==> config.mk <==
export PLATFORM = sky130hd
export DESIGN_NAME = hc165_tx_flat
export DESIGN_NICKNAME = d
export VERILOG_FILES = /design/src/rtl/hc165_tx_pkg.sv /design/src/rtl/hc165_tx_if.sv /design/src/rtl/hc_bit_counter.sv /design/src/rtl/hc165_tx.sv /design/src/flat_wrapper.sv
export SDC_FILE = /design/constraint.sdc
export NUM_CORES = 1
export LEC_CHECK = 0
export ABC_AREA = 1
export CAP_MARGIN = 20
export CORE_MARGIN = 10
export CORE_UTILIZATION = 30
export CTS_CLUSTER_DIAMETER = 50
export DETAILED_ROUTE_END_ITERATION = 16
export PLACE_DENSITY_LB_ADDON = 0.1
export SKIP_LAST_GASP = 1
export SLEW_MARGIN = 20
export SYNTH_ARGS = -nofsm -noshare
export SYNTH_HDL_FRONTEND = slang
export SYNTH_HIERARCHICAL = 1
export SYNTH_SLANG_ARGS = --single-unit
==> constraint.sdc <==
create_clock -name clk -period 1.5 [get_ports clk]
set_input_delay 0.3 -clock clk [delete_from_list [all_inputs] [get_ports clk]]
set_output_delay 0.3 -clock clk [all_outputs]
set_load 0.02 [all_outputs]
==> src/rtl/hc165_tx_pkg.sv <==
// hc_pkg: shared state type and counter sizing for the hc165 transmitter.
package hc_pkg;
    typedef enum logic {IDLE, SHIFT} state_t;
    function automatic int cnt_w(input int width);
        return $clog2(width + 1);
    endfunction
endpackage

==> src/rtl/hc165_tx_if.sv <==
// hc165_tx_if: parallel-load handshake and serial output bundle.
interface hc165_tx_if #(parameter int WIDTH = 8);
    logic [WIDTH-1:0] d;
    logic pl_valid, pl_ready, shift_en, ser, q7, q7n, busy, done;
    modport master(output d, pl_valid, shift_en, ser, input pl_ready, q7, q7n, busy, done);
    modport slave(input d, pl_valid, shift_en, ser, output pl_ready, q7, q7n, busy, done);
endinterface

==> src/rtl/hc_bit_counter.sv <==
// hc_bit_counter: loadable down-counter that saturates at zero.
module hc_bit_counter #(parameter int W = 4) (
    input  logic         clk,
    input  logic         rst,
    input  logic         load,
    input  logic [W-1:0] value,
    input  logic         dec,
    output logic         zero,
    output logic         last
);
    logic [W-1:0] cnt;
    always_ff @(posedge clk)
        cnt <= rst ? '0 : load ? value : (dec && !zero) ? cnt - 1'b1 : cnt;
    assign zero = cnt == '0;
    assign last = cnt == W'(1);
endmodule

==> src/rtl/hc165_tx.sv <==
// hc165_tx: 74HC165-style parallel-in serial-out transmitter, MSB first.
module hc165_tx import hc_pkg::*; #(parameter int WIDTH = 8) (
    input  logic        clk,
    input  logic        rst,
    hc165_tx_if.slave   bus
);
    localparam int CW = cnt_w(WIDTH);
    state_t state, state_nx;
    logic [WIDTH-1:0] sr;
    logic load, shift, last, zero, done_q;
    always_comb begin
        load     = state == IDLE && bus.pl_valid;
        shift    = state == SHIFT && bus.shift_en;
        state_nx = load ? SHIFT : ((shift && last) || zero) ? IDLE : state;
    end
    always_ff @(posedge clk) begin
        if (rst) begin
            state  <= IDLE;
            sr     <= '0;
            done_q <= 1'b0;
        end else begin
            state  <= state_nx;
            done_q <= shift && last;
            if (load) sr <= bus.d;
            else if (shift) sr <= {sr[WIDTH-2:0], bus.ser};
        end
    end
    hc_bit_counter #(.W(CW)) u_cnt (
        .clk(clk),
        .rst(rst),
        .load(load),
        .value(CW'(WIDTH)),
        .dec(shift),
        .zero(zero),
        .last(last)
    );
    assign bus.pl_ready = state == IDLE;
    assign bus.busy     = state == SHIFT;
    assign bus.done     = done_q;
    assign bus.q7       = sr[WIDTH-1];
    assign bus.q7n      = ~sr[WIDTH-1];
endmodule
==> src/flat_wrapper.sv <==
// flat-port wrapper written by rule: the top's interface ports become plain ports
module hc165_tx_flat import hc_pkg::*;
#(parameter int WIDTH = 8)
  (clk, rst, bus_d, bus_pl_valid, bus_shift_en, bus_ser, bus_pl_ready, bus_q7, bus_q7n, bus_busy, bus_done);
  hc165_tx_if #(.WIDTH(WIDTH)) bus_i ();
  input  logic clk;
  input  logic rst;
  input wire logic [$bits(bus_i.d)-1:0] bus_d;
  input wire logic [$bits(bus_i.pl_valid)-1:0] bus_pl_valid;
  input wire logic [$bits(bus_i.shift_en)-1:0] bus_shift_en;
  input wire logic [$bits(bus_i.ser)-1:0] bus_ser;
  output wire logic [$bits(bus_i.pl_ready)-1:0] bus_pl_ready;
  output wire logic [$bits(bus_i.q7)-1:0] bus_q7;
  output wire logic [$bits(bus_i.q7n)-1:0] bus_q7n;
  output wire logic [$bits(bus_i.busy)-1:0] bus_busy;
  output wire logic [$bits(bus_i.done)-1:0] bus_done;
  assign bus_i.d = bus_d;
  assign bus_i.pl_valid = bus_pl_valid;
  assign bus_i.shift_en = bus_shift_en;
  assign bus_i.ser = bus_ser;
  assign bus_pl_ready = bus_i.pl_ready;
  assign bus_q7 = bus_i.q7;
  assign bus_q7n = bus_i.q7n;
  assign bus_busy = bus_i.busy;
  assign bus_done = bus_i.done;
  hc165_tx #(.WIDTH(WIDTH)) u_core (.clk(clk), .rst(rst), .bus(bus_i));
endmodule
==> results.cfg, run 1 <==
[cells_and_area]
final_area_um2 = 1220
multi_input_comb_area_um2 = 515
nFillCells = 333
drive_above_1_share = 0.239
syn_to_final_growth_pct = 29.2
seqCellArea_um2 = 282
antenna_cells = 0
fin_nets = 175

[worst_setup_path]
cp.required_ps = 1200
path_buf_inv = 1
cp_slowest_cell = dfxtp_2
rr_endpoint = u_core/u_cnt/cnt[1]
cp_cell_sequence = dlygate4sd2_1
path_class = register to output pin
startpoint_type = register
rrSetupSlack_ps = 220
crit_arrival_ps = 1040
r2r_cells = 8
critPathTopFamily = flip-flops
critPathMaxStageDelay_ps = 400
crit_fanout = 3
cp-end-kind = output pin
r2r_start = u_core/bus.busy

[hold_path]
hp-class = register to register
hold_depth = 2
min_from = u_core/sr[3]
hold_path_end = u_core/sr[3]

[route]
drt_iter0_drc = 29
post-route-drc-count = 0
postRouteWirelength_um = 2170
met2WireLength_um = 1020
top_layer = met4
wl_met3_um = 69
wl_per_cell_um = 10.7
vias_per_cell = 4.23
num_vias = 859
first_pass_iters = 4
wl_met1_um = 1070
antenna_left = 0

[job]
cap_violations = 0

[power_and_ir_drop]
p_leak_nw = 0.583
irDropWorstVdd_mv = 0.373
power.total_w = 0.00105
internal_power_w = 0.000696
power.density_nw_per_um2 = 855
pwr-share-comb = 0.305
p_sw_w = 0.000352
swShare = 0.336
pwr-share-clk = 0.277
seq_power_share = 0.418

[cts]
cts_made_buffers = 3
clockBufferDepth = 2
cts_hold_buffers = 0
cts_tree = yes
root_buffer = clkbuf_4
path_clk_slew_ps = 100
htreeDepth = 1
cts.sinks = 14
clkLatencyLatePin_ps = 290

[outcome]
status = finished clean

[grt]
grt_first_pass_wirelength_um = 3950
grt_usage = 0.0821
gr-total-overflow = 0
antenna_found_initial = 0
grt_pass1_vias = 878
grt_max_degree = 13

[placed_design]
pre_cts_slack_ps = -54.7
dpl-instance-area_um2 = 1190
gp_congestion = 0.762
io_buffers = 17
dp_hpwl_um = 1730

[logic_synthesis]
synth.most_common_cell = nand2_1
async_reset_ff_frac = 0
synth_top_area_share = 0.296
synth_area_um2 = 948
synth_cells = 132
synth_edf_count = 0
synth.top_cells.by_area = dfxtp_1 30%, nand2_1 11%, nand3_1 11%
ys_top_cells_by_count = 29 x nand2_1, 22 x inv_1, 21 x nand3_1
yosys_register_bits = 14
yosysTopAreaCell = dfxtp_1
syn_avg_cell_area_um2 = 7.18
synth_warnings = 6
synth_cell_types = 23
ys_seq_area_frac = 0.296
synth_flop_cell = dfxtp_1

[sta]
hold_violations = 0
setup_viol_count_final = 0
fin_worst_skew_ps = 4.01
fin_crit_ps = 1340
slew_violations = 0
fin_crit_sh = 0.896
setup_slack_ps = 156
max_freq_mhz = 744
rsz0062_at_grt = no
whs_ps = 483

[floorplanning]
start_util = 0.313
core-area_um2 = 3030
io-pin-count = 18
die_area_um2 = 5810
rows = 20
dieWidth_um = 76.2
fp.dieH_um = 76.2
[power by group through the flow]
stage / combinational (W) / clock [W] / sequential [W]
floorplan: 0.000236 / 0 / 0.000441
global placement: 0.000330 / 0 / 0.000445
detailed placement: 0.000329 / 0 / 0.000447
CTS: 0.000324 / 0.000304 / 0.000438
global route: 0.000367 / 0.000330 / 0.000445
finish: 0.000320 / 0.000290 / 0.000438
[sequential cells by signal, summed over array words and instances, names as in the netlist]
| register | count |
|---|---|
| u_core/bus.busy | 1 |
| u_core/bus.done | 1 |
| u_core/sr | 8 |
| u_core/u_cnt/cnt | 4 |
[worst max-delay path by stage]
| stage | startpoint | to | depth (start not counted) |
|---|---|---|---|
| 2_1_floorplan | u_core/bus.busy | u_core/u_cnt/cnt[2] | 11 |
| 3_3_place_gp | bus_pl_valid | u_core/u_cnt/cnt[1] | 7 |
| 3_5_place_dp | bus_pl_valid | u_core/u_cnt/cnt[2] | 9 |
| 4_1_cts | u_core/bus.busy | bus_busy | 1 |
| 5_1_grt | u_core/bus.busy | u_core/u_cnt/cnt[2] | 10 |
| 6_report | u_core/bus.busy | bus_busy | 1 |
[timing repair]
item                       in CTS  in global routing
pin swaps                       0                  0
buffers inserted                0                  0
resized for setup               5                  1
setup endpoints to repair       5                  2
[routing by layer]
metal / vias up / track usage
met3: 2 / 0.0224
met4: 0 / 0.0390
met2: 15 / 0.134
met1: 380 / 0.0965
li1: 462 / -
met5: - / 0
[placed cells by master, fill, tap and decap left out, types with 4 or more instances in the layout]
cell              n
nor2_1            6
nand3_1          21
conb_1            4
dlygate4sd2_1     5
a21oi_2           8
nand3_2           7
dfxtp_1          13
nand2_1          29
buf_4            10
inv_1            22
clkdlybuf4s50_1  12
[layout make-up]
class,count,share of cell area
inverters,24,0.0797
well taps,44,0.0449
repair buffers,27,0.195
clock buffers,4,0.0296
flip-flops and latches,14,0.230
multi-input cells,90,0.421
[metrics by stage]
stage | std cells | TNS, ps | util
2_1_floorplan | 134 | 0 | -
3_3_place_gp | 199 | -125 | 0.394
3_5_place_dp | 199 | -103 | 0.394
4_1_cts | 203 | 0 | 0.404
5_1_grt | 203 | 0 | 0.405
6_report | 203 | 0 | 0.405
[cell families (layout without fill, tap and decap cells)]
| kind of cell | Yosys count | count (layout) | synth area share |
|---|---|---|---|
| AND/OR/NAND/NOR | 70 | 70 | 0.396 |
| buffers and inverters | 30 | 55 | 0.169 |
| AO/OA/AOI/OAI | 14 | 14 | 0.106 |
| flip-flops | 14 | 14 | 0.296 |
| adder cells (fa/ha/maj) | 2 | 2 | 0.0264 |
| other | 2 | 4 | 0.00792 |
(Power assumes the default switching activity.)
==> run 2, diff against run 1 <==
Settings changed: RECOVER_POWER set to 50, SKIP_LAST_GASP 1 to unset.
==> run 2 against run 1 <==
- sequential share of layout area grew 0.53 points
- clock-buffer cell count did not move
- critical path type unchanged
- cell count unchanged
- clock skew shrank 0.70 ps
- critical path depth stayed put
- cell area shrank 2.2%
- setup slack about the same
- wire length is 0.18% higher
- non-clock buffer count unchanged
- clock power hardly changed
- maximum frequency is essentially flat
==> results.cfg, run 2 (synthesis gave the netlist of run 1 again) <==
[outcome]
status = finished clean

[worst_setup_path]
critPathTopFamily = flip-flops
cp-end-kind = output pin
crit_arrival_ps = 1040
cp_slowest_cell = dfxtp_2
crit_fanout = 3
startpoint_type = register
path_buf_inv = 1
cp_cell_sequence = dlygate4sd2_1
cp.required_ps = 1200
path_class = register to output pin
critPathMaxStageDelay_ps = 400

[power_and_ir_drop]
pwr-share-comb = 0.302
power.density_nw_per_um2 = 867
internal_power_w = 0.000692
swShare = 0.333
p_leak_nw = 0.579
irDropWorstVdd_mv = 0.371
pwr-share-clk = 0.278
seq_power_share = 0.420
p_sw_w = 0.000346

[floorplanning]
dieWidth_um = 76.2
io-pin-count = 18
start_util = 0.313
die_area_um2 = 5810
rows = 20
core-area_um2 = 3030
fp.dieH_um = 76.2

[route]
postRouteWirelength_um = 2170
wl_per_cell_um = 10.7
antenna_left = 0
drt_iter0_drc = 36
num_vias = 858
post-route-drc-count = 0
first_pass_iters = 4
vias_per_cell = 4.23

[sta]
max_freq_mhz = 744
fin_crit_sh = 0.896
fin_crit_ps = 1340
hold_violations = 0
slew_violations = 0
fin_worst_skew_ps = 3.31
rsz0062_at_grt = no
whs_ps = 490
setup_viol_count_final = 0

[grt]
grt_max_degree = 13
grt_first_pass_wirelength_um = 3950
grt_pass1_vias = 878
antenna_found_initial = 0
grt_usage = 0.0821
gr-total-overflow = 0

[cts]
htreeDepth = 1
cts_made_buffers = 3
clkLatencyLatePin_ps = 290
root_buffer = clkbuf_4
cts.sinks = 14
cts_tree = yes
clockBufferDepth = 2
path_clk_slew_ps = 100
cts_setup_buffers = 0
cts_hold_buffers = 0

[cells_and_area]
layout.cells.non_filler = 203
drive_above_1_share = 0.208
reg_top3 = u_core/sr: 8 flops, u_core/u_cnt/cnt: 4 flops
antenna_cells = 0
final_cell_mix = 29 x nand2_1, 26 x nand3_1, 22 x inv_1
largest_reg_flops = 8
syn_to_final_growth_pct = 26.3
fin_nets = 175
regMostFlops = u_core/sr
layout.cells.most_common = nand2_1

[placed_design]
dp_hpwl_um = 1730
io_buffers = 17
gp_congestion = 0.762
dp.cells = 199

[hold_path]
hp-class = register to register

[job]
cap_violations = 0
[run 2: cell type report]
| type | count | area, µm² |
|---|---|---|
| fill | 335 | 1830 |
| multi-input combinational | 90 | 490 |
| sequential | 14 | 282 |
| timing repair buffer | 27 | 236 |
| inverter | 24 | 97.6 |
| tap | 44 | 55.1 |
| clock buffer | 4 | 36.3 |
[run 2: stage by stage]
stage	power [W]	TNS (ps)	utilization	worst slack, ps	area (µm²)
finish	0.00104	0	0.395	156	1200
floorplan	0.000678	0	-	36.4	956
CTS	0.00107	0	0.404	35.9	1220
global route	0.00113	0	0.395	54.4	1200
global placement	0.000775	-125	0.394	-71.9	1190
detailed placement	0.000776	-103	0.394	-54.7	1190
[run 2: repair_timing]
item | CTS | global route
cloned | 0 | 0
setup endpoints to repair | 5 | 2
resized for setup | 5 | 1
[run 2: layer usage]
layer / up-vias / wire length [µm] / global-route usage / part of all wire
li1: 462 / - / - / -
met1: 379 / 1070 / 0.0965 / 0.49
met2: 15 / 1020 / 0.134 / 0.47
met3: 2 / 69 / 0.0224 / 0.032
met4: 0 / 13 / 0.0390 / 0.0060
met5: - / 0 / 0 / 0
[run 2: final timing paths]
check                                     start  slack (ps)  cells after the start            to
worst max-delay path            u_core/bus.busy         160                      1      bus_busy
worst min-delay path               u_core/sr[2]         490                      2  u_core/sr[2]
worst max register to register  u_core/bus.busy         200                      6  u_core/sr[5]
worst min register to register     u_core/sr[2]         490                      2  u_core/sr[2]
[run 2: power groups by stage]
| stage | sequential [W] | combinational [W] | clock [W] |
|---|---|---|---|
| after detailed placement | 0.000447 | 0.000329 | 0 |
| after CTS | 0.000438 | 0.000324 | 0.000304 |
| after global placement | 0.000445 | 0.000330 | 0 |
| final | 0.000436 | 0.000313 | 0.000289 |
| after floorplan | 0.000441 | 0.000236 | 0 |
| after global routing | 0.000443 | 0.000361 | 0.000330 |
==> run 3, diff against run 2 <==
Settings changed: PLACE_DENSITY_LB_ADDON 0.1 to 0.15.
==> run 3 against run 2 <==
- power down 0.16%
- cell count down 0.99%
- critical path depth unchanged
- global-route usage about the same
- core utilization down 0.083 points
- highest routed layer unchanged
==> results.cfg, run 3 (synthesis gave the netlist of run 1 again) <==
[cells_and_area]
regMostFlops = u_core/sr
layout.cells.most_common = nand2_1
syn_to_final_growth_pct = 26.0
reg_top3 = u_core/sr: 8 flops, u_core/u_cnt/cnt: 4 flops
layout.cells.non_filler = 201
largest_reg_flops = 8
fin_nets = 173
final_cell_mix = 29 x nand2_1, 26 x nand3_1, 22 x inv_1
antenna_cells = 0
drive_above_1_share = 0.197

[sta]
hold_violations = 0
fin_crit_ps = 1350
max_freq_mhz = 738
setup_viol_count_final = 0
fin_worst_skew_ps = 2.67
rsz0062_at_grt = no
slew_violations = 0
tns_ps = 0
fin_crit_sh = 0.903

[cts]
htreeDepth = 1
cts_made_buffers = 3
cts_tree = yes
clockBufferDepth = 2
root_buffer = clkbuf_4
clkLatencyLatePin_ps = 290
cts_resized = 5
cts_hold_buffers = 0
cts.sinks = 14
cts_setup_buffers = 0
path_clk_slew_ps = 90

[grt]
antenna_found_initial = 0
grtUsageMet3 = 0.0307
gr-total-overflow = 0
met2_usage = 0.150
busiest_layer = met2
grt_max_degree = 13
met1_usage = 0.0813
grt_pass1_vias = 873
grt_first_pass_wirelength_um = 3880
grt_usage = 0.0820

[placed_design]
io_buffers = 17
dp.cells = 197
gp_congestion = 0.749
dp_hpwl_um = 1820

[power_and_ir_drop]
seq_power_share = 0.420
pwr-share-comb = 0.303
power.density_nw_per_um2 = 868
internal_power_w = 0.000693
p_leak_nw = 0.574
irDropWorstVdd_mv = 0.546
pwr-share-clk = 0.276
swShare = 0.332
p_sw_w = 0.000344

[worst_setup_path]
cp-endpoint = bus_busy
critPathMaxStageDelay_ps = 410
rr_endpoint = u_core/sr[1]
crit_fanout = 3
r2r_cells = 6
critPathTopFamily = flip-flops
path_class = register to output pin
rrSetupSlack_ps = 210
path_buf_inv = 1
crit_arrival_ps = 1050
cp_slowest_cell = dfxtp_2
crit_start = u_core/bus.busy
cp_cell_sequence = dlygate4sd2_1
startpoint_type = register
cp_num_cells = 1
r2r_start = u_core/bus.busy
cp-end-kind = output pin
cp.required_ps = 1200

[floorplanning]
core-area_um2 = 3030
io-pin-count = 18
dieWidth_um = 76.2
die_area_um2 = 5810
fp.dieH_um = 76.2
rows = 20
start_util = 0.313

[route]
drt_iter0_drc = 34
wl_per_cell_um = 11.1
first_pass_iters = 4
post-route-drc-count = 0
num_vias = 854
vias_per_cell = 4.25
postRouteWirelength_um = 2230
antenna_left = 0

[hold_path]
hp-class = register to register
hold_depth = 2

[job]
cap_violations = 0

[outcome]
status = finished clean
-- run 3: cell types whose count changed in the layout (fill, tap and decap cells not counted) --
| cell | before | now |
|---|---|---|
| buf_12 | 0 | 1 |
| buf_4 | 9 | 6 |
-- run 3: cell type report --
cell class,instances,area (µm²)
clock buffer,4,36.3
fill,350,1830
inverter,24,97.6
multi-input combinational,90,490
sequential,14,282
tap,44,55.1
timing repair buffer,25,234
-- run 3: through the flow --
stage | setup slack, ps | area, µm² | total power [W] | hold WS (ps) | utilization
after floorplan | 36.4 | 956 | 0.000678 | 369 | -
after global placement | -31.6 | 1190 | 0.000774 | 469 | 0.393
after detailed placement | -51.6 | 1190 | 0.000779 | 474 | 0.393
after CTS | 28.5 | 1220 | 0.00106 | 489 | 0.403
after global routing | 76.9 | 1190 | 0.00111 | 509 | 0.395
final | 145 | 1190 | 0.00104 | 486 | 0.395
-- run 3: worst min-delay path by stage --
| stage | from | end | slack, ps |
|---|---|---|---|
| detailed placement | u_core/sr[4] | u_core/sr[4] | 470 |
| global placement | u_core/sr[2] | u_core/sr[2] | 470 |
| CTS | u_core/sr[4] | u_core/sr[4] | 490 |
| finish | u_core/sr[4] | u_core/sr[4] | 490 |
| floorplan | rst | u_core/u_cnt/cnt[0] | 370 |
| global route | u_core/sr[6] | u_core/sr[6] | 510 |
-- run 3: layer usage --
layer,part of all wire,vias to the layer above
met3,0.035,5
li1,-,457
met4,0.015,0
met5,0,-
met1,0.42,382
met2,0.53,10
-- run 3: power groups by stage --
stage               sequential, W  clock [W]  combinational [W]
global route             0.000442   0.000313           0.000358
detailed placement       0.000447          0           0.000333
floorplan                0.000441          0           0.000236
global placement         0.000446          0           0.000327
finish                   0.000436   0.000286           0.000314
CTS                      0.000438   0.000300           0.000327
==> edit 1, RTL diff (settings of run 3) <==
Reset style: asynchronous (`rst`), changed in one clocked block.
--- a/src/rtl/hc165_tx.sv
+++ b/src/rtl/hc165_tx.sv
@@ -13,7 +13,7 @@
         shift    = state == SHIFT && bus.shift_en;
         state_nx = load ? SHIFT : ((shift && last) || zero) ? IDLE : state;
     end
-    always_ff @(posedge clk) begin
+    always_ff @(posedge clk or posedge rst) begin
         if (rst) begin
             state  <= IDLE;
             sr     <= '0;
Function: differs if rst is asserted again (counterexample within 4 cycles, from zero or initial values and one cycle with rst high); with rst held inactive, the same outputs for 10 cycles.
==> edit 1 against run 3 <==
Area after synthesis is 11% lower. Sequential cell count stayed put. Clock skew is 0.0024 ns lower. Largest cell class unchanged. Critical endpoint is now bus_pl_ready. Register-to-register slack better by 0.02 ns. Worst setup slack worse by 0.041 ns. First-iteration DRC count is 47% higher. Routed wire length is 15% lower. Final area is 5.6% lower.
Power is not compared: it rests on default switching activity, and its combinational part moved more than twofold at a synthesized area within 25%.
==> edit 1: results (changes against run 3) <==
[drt]
wl_met3_um=76  ; -2.6%
drtIter0Drc=50  ; +47%
wl_met2_um=937  ; -20%
vias=789  ; -7.6%
met1Wirelength_um=860  ; -8.7%
dr.pass1.iters=4  ; unchanged
post_drt_wl_per_cell_um=10.1  ; -8.9%
maxUsedRoutingLayer=met4

[yosys]
ys_types=17  ; -26%
synth.most_common_cell=nand2_1
synth_ff_type=dfrtp_1
synth_area_leaders=dfrtp_1 (30%), nand2_1 (21%), inv_1 (12%), dfxtp_1 (9.5%), nand3_1 (6.5%)
async_flop_share_pct=71.4  ; +71 points
yosys-top-cells-count=nand2_1 (48), inv_1 (26), nand3_1 (11)
yosysWarnings=6  ; unchanged
ys_seq_area_share_pct=39.2  ; +9.7 points

[power]
p_leak_nw=0.646
vdd_drop_max_mv=0.903

[place]
dpl_worst_slack_ns=0.0267  ; +0.0783 ns
place_congestion=0.788  ; +5.1%
dp_hpwl_um=1540  ; -15%
portBuffers=17  ; unchanged

[layout]
largestRegisters=u_core/sr (8), u_core/u_cnt/cnt (4)
drive_gt1_share_pct=12.2  ; -7.6 points
antennaDiodeCount=0  ; unchanged
nNetsFinal=172  ; -0.58%
num-fill-cells=285  ; -19%

[min_path]
min_path_cells=2  ; unchanged
hp-class=reg2reg

[critical_path]
crit_fanout=3  ; unchanged
r2r.worst_path.cells=8  ; +2
arrival_ns=1.10  ; +0.05 ns

[clock_tree]
htree_levels=1  ; unchanged
cts_buffers=3  ; unchanged
ctsResizeCount=5  ; unchanged
root_buffer=clkbuf_4
clkTransAtPathRegs_ns=0.09  ; about the same
cts_setup_buffers=0  ; unchanged
clk_latency_ns=0.28
clockBufferDepth=2  ; unchanged

[grt]
grt_pass1_vias=827  ; -5.3%
grt_max_degree=11  ; -2
track_usage_pct=8.08  ; -0.12 points
grt_pass1_wl_um=3480  ; -10%
antenna_found_initial=0  ; unchanged

[outcome]
status=finished, final reports clean

[timing]
skew_ns=0.000286  ; -0.00238 ns

## edit 1: cells by family (layout without fill, tap and decap cells)
logic type,count (synthesis),after routing,synth area share [%]
AND/OR/NAND/NOR,71,71,38.3
flip-flops,14,14,39.2
other,2,4,0.892
buffers and inverters,28,55,12.6
adder cells (fa/ha/maj),2,2,2.97
AO/OA/AOI/OAI,10,10,5.94
## edit 1: final cells by class
type,count,share of cell area [%]
clock buffer,4,3.22
inverter,28,9.42
multi-input combinational,87,36.1
sequential,14,29.3
tap,31,3.44
timing repair buffer,23,18.5
## edit 1: metal layers
layer / global-route usage, % / vias up
met2: 12.8 / 11
met3: 2.04 / 2
met4: 4.22 / 0
li1: - / 430
met5: 0 / -
met1: 9.74 / 346
## edit 1: worst max-delay path: stages, from the launching register on
cell and delay (ns):
dfrtp_1 0.40, inv_1 0.07, dlygate4sd2_1 0.34
## edit 1: per-stage QoR
stage	instance area, µm²	cells	power [W]
2_1_floorplan	850	129	0.00139
3_3_place_gp	1100	183	0.00177
6_report	1130	187	0.00199
4_1_cts	1130	187	0.00203
3_5_place_dp	1100	183	0.00179
5_1_grt	1130	187	0.00223
## edit 1: worst paths after layout
| check | from | to | slack (ns) |
|---|---|---|---|
| max | u_core/bus.busy | bus_pl_ready | 0.10 |
| min in group asynchronous | rst | u_core/sr[3] | 0.52 |
| max in group asynchronous | rst | u_core/sr[7] | 0.70 |
| min reg2reg | u_core/sr[2] | u_core/sr[2] | 0.49 |
| min | u_core/sr[2] | u_core/sr[2] | 0.49 |
| max reg2reg | u_core/u_cnt/cnt[0] | u_core/u_cnt/cnt[3] | 0.23 |
## edit 1: where the power goes
part           switching, W  internal (W)
combinational      0.000622      0.000425
sequential         0.000115      0.000547
clock              0.000132      0.000148
total              0.000869       0.00112
==> edit 2, RTL diff (settings of run 3) <==
Made on the original files. `WIDTH` is set to 8 in 3 places; all go to 10.
--- a/src/rtl/hc165_tx_if.sv
+++ b/src/rtl/hc165_tx_if.sv
@@ -1,5 +1,5 @@
 // hc165_tx_if: parallel-load handshake and serial output bundle.
-interface hc165_tx_if #(parameter int WIDTH = 8);
+interface hc165_tx_if #(parameter int WIDTH = 10);
     logic [WIDTH-1:0] d;
     logic pl_valid, pl_ready, shift_en, ser, q7, q7n, busy, done;
     modport master(output d, pl_valid, shift_en, ser, input pl_ready, q7, q7n, busy, done);
--- a/src/rtl/hc165_tx.sv
+++ b/src/rtl/hc165_tx.sv
@@ -1,5 +1,5 @@
 // hc165_tx: 74HC165-style parallel-in serial-out transmitter, MSB first.
-module hc165_tx import hc_pkg::*; #(parameter int WIDTH = 8) (
+module hc165_tx import hc_pkg::*; #(parameter int WIDTH = 10) (
     input  logic        clk,
     input  logic        rst,
     hc165_tx_if.slave   bus
--- a/src/flat_wrapper.sv
+++ b/src/flat_wrapper.sv
@@ -1,6 +1,6 @@
 // flat-port wrapper written by rule: the top's interface ports become plain ports
 module hc165_tx_flat import hc_pkg::*;
-#(parameter int WIDTH = 8)
+#(parameter int WIDTH = 10)
   (clk, rst, bus_d, bus_pl_valid, bus_shift_en, bus_ser, bus_pl_ready, bus_q7, bus_q7n, bus_busy, bus_done);
   hc165_tx_if #(.WIDTH(WIDTH)) bus_i ();
   input  logic clk;
Interface: changed (resized bus_d); port bits go from 18 to 20. The function was not compared with the original's and may differ.
==> edit 2 against run 3 <==
Cell count rose by 7.5%. Total power rose by 6.3%. Final area rose by 5.0%. Worst setup slack improved by 0.030 ns. Die area rose by 0.78%. Non-clock buffer count rose by 3. Area after synthesis rose by 1.1%. Routed wire length rose by 3.1%. Via count rose by 8.1%. Sequential cell count rose by 2. Highest routed layer unchanged.
==> edit 2: results (changes against run 3) <==
[yosys]
synth_ff_type=dfxtp_1
synth_area_leaders=dfxtp_1 (33%), nand3_1 (18%), nand2_1 (11%), inv_1 (5.9%), a21oi_1 (4.7%)
ys_seq_area_share_pct=33.4  ; +3.9 points
ys_types=21  ; -8.7%
async_flop_share_pct=0  ; unchanged
yosysWarnings=6  ; unchanged
yosys-top-cells-count=nand3_1 (35), nand2_1 (28), dfxtp_1 (16)
syn-instance-count=145  ; +9.8%

[drt]
vias=923  ; +8.1%
drtIter0Drc=45  ; +32%
drt_wl_total_um=2300  ; +3.1%
viasPerCell=4.27  ; +0.57%
dr.pass1.iters=4  ; unchanged

[clock_tree]
clockBufferDepth=2  ; unchanged
root_buffer=clkbuf_4
clk_latency_ns=0.29  ; about the same
cts_setup_buffers=0  ; unchanged
htree_levels=1  ; unchanged
clkTransAtPathRegs_ns=0.10
cts_buffers=3  ; unchanged

[place]
place_congestion=0.775  ; +3.4%
dpl.cell_count=212  ; +7.6%
portBuffers=19  ; +2
dp_hpwl_um=1690  ; -7.1%

[grt]
grt_pass1_wl_um=3930  ; +1.4%
grt.met3_usage_pct=2.48  ; -0.59 points
antenna_found_initial=0  ; unchanged
grt_use_met2_pct=12.9  ; -2.0 points
grt_pass1_vias=899  ; +3.0%
grt_max_degree=13  ; unchanged
met1_usage_pct=9.43  ; +1.3 points
track_usage_pct=8.04  ; -0.16 points

[critical_path]
crit_fanout=3  ; unchanged
arrival_ns=1.02  ; -0.03 ns
max_stage_delay_ns=0.36  ; -0.05 ns
slowest_stage=dfxtp_1
crit_family=buffers and inverters

[layout]
num-fill-cells=346  ; -1.1%
largestRegisters=u_core/sr (10), u_core/u_cnt/cnt (4)
antennaDiodeCount=0  ; unchanged
drive_gt1_share_pct=14.5  ; -5.2 points
nNetsFinal=190  ; +9.8%

[outcome]
status=finished, final reports clean

[timing]
skew_ns=0.000464  ; -0.00220 ns

[min_path]
hp-class=reg2reg

[power]
vdd_drop_max_mv=0.328  ; -40%
p_leak_nw=0.592  ; +3.1%

[edit 2: where the power goes]
group | internal (W) | total [W] | switching, W
Sequential | 0.000462 | 0.000489 | 0.0000265
Clock | 0.000148 | 0.000297 | 0.000149
Combinational | 0.000141 | 0.000317 | 0.000176
[edit 2: final cells by class]
| cell class | count | area, µm² | share of cell area [%] |
|---|---|---|---|
| multi-input cells | 99 | 485 | 38.7 |
| flip-flops and latches | 16 | 320 | 25.5 |
| repair buffers | 28 | 264 | 21.0 |
| well taps | 44 | 55.1 | 4.39 |
| clock buffers | 4 | 36.3 | 2.89 |
| inverters | 25 | 93.8 | 7.48 |
[edit 2: final timing paths]
kind                         from      endpoint  slack [ns]  depth (start not counted)
setup / recovery  u_core/bus.busy  bus_pl_ready        0.18                          2
hold / removal       u_core/sr[6]  u_core/sr[6]        0.49                          2
setup reg to reg  u_core/bus.busy  u_core/sr[3]        0.21                          5
hold reg to reg      u_core/sr[6]  u_core/sr[6]        0.49                          2
[edit 2: metrics by stage]
stage	area [µm²]	worst slack (ns)	utilization, %
3_5_place_dp	1230	-0.0177	40.2
6_report	1250	0.175	41.1
4_1_cts	1260	0.160	41.2
2_1_floorplan	966	0.190	-
3_3_place_gp	1230	-0.00719	40.2
5_1_grt	1250	0.0934	41.1
[edit 2: layer usage]
layer / routed length [µm] / vias up
li1: - / 507
met1: 1170 / 402
met2: 1020 / 12
met3: 86 / 2
met4: 18 / 0
met5: 0 / -
[edit 2: worst min-delay path: cells and delay by family (launching register included)]
family	cells	cell delay, ns
DFF	1	0.32
and+or+nand+nor	1	0.07
AOI/OAI and AO/OA	1	0.06
[edit 2: cells by family after synthesis]
kind of cell,count (synthesis),synth area share [%]
adder cells (fa/ha/maj),2,2.61
other,2,0.784
buffers and inverters,32,16.4
flip-flops,16,33.4
AND/OR/NAND/NOR,78,37.7
AO/OA/AOI/OAI,15,9.01
[edit 2: timing repair]
item	CTS	global route
resized for setup	5	0
endpoints found under the setup margin	5	0
hold buffers	0	0
hold endpoints to repair	0	0
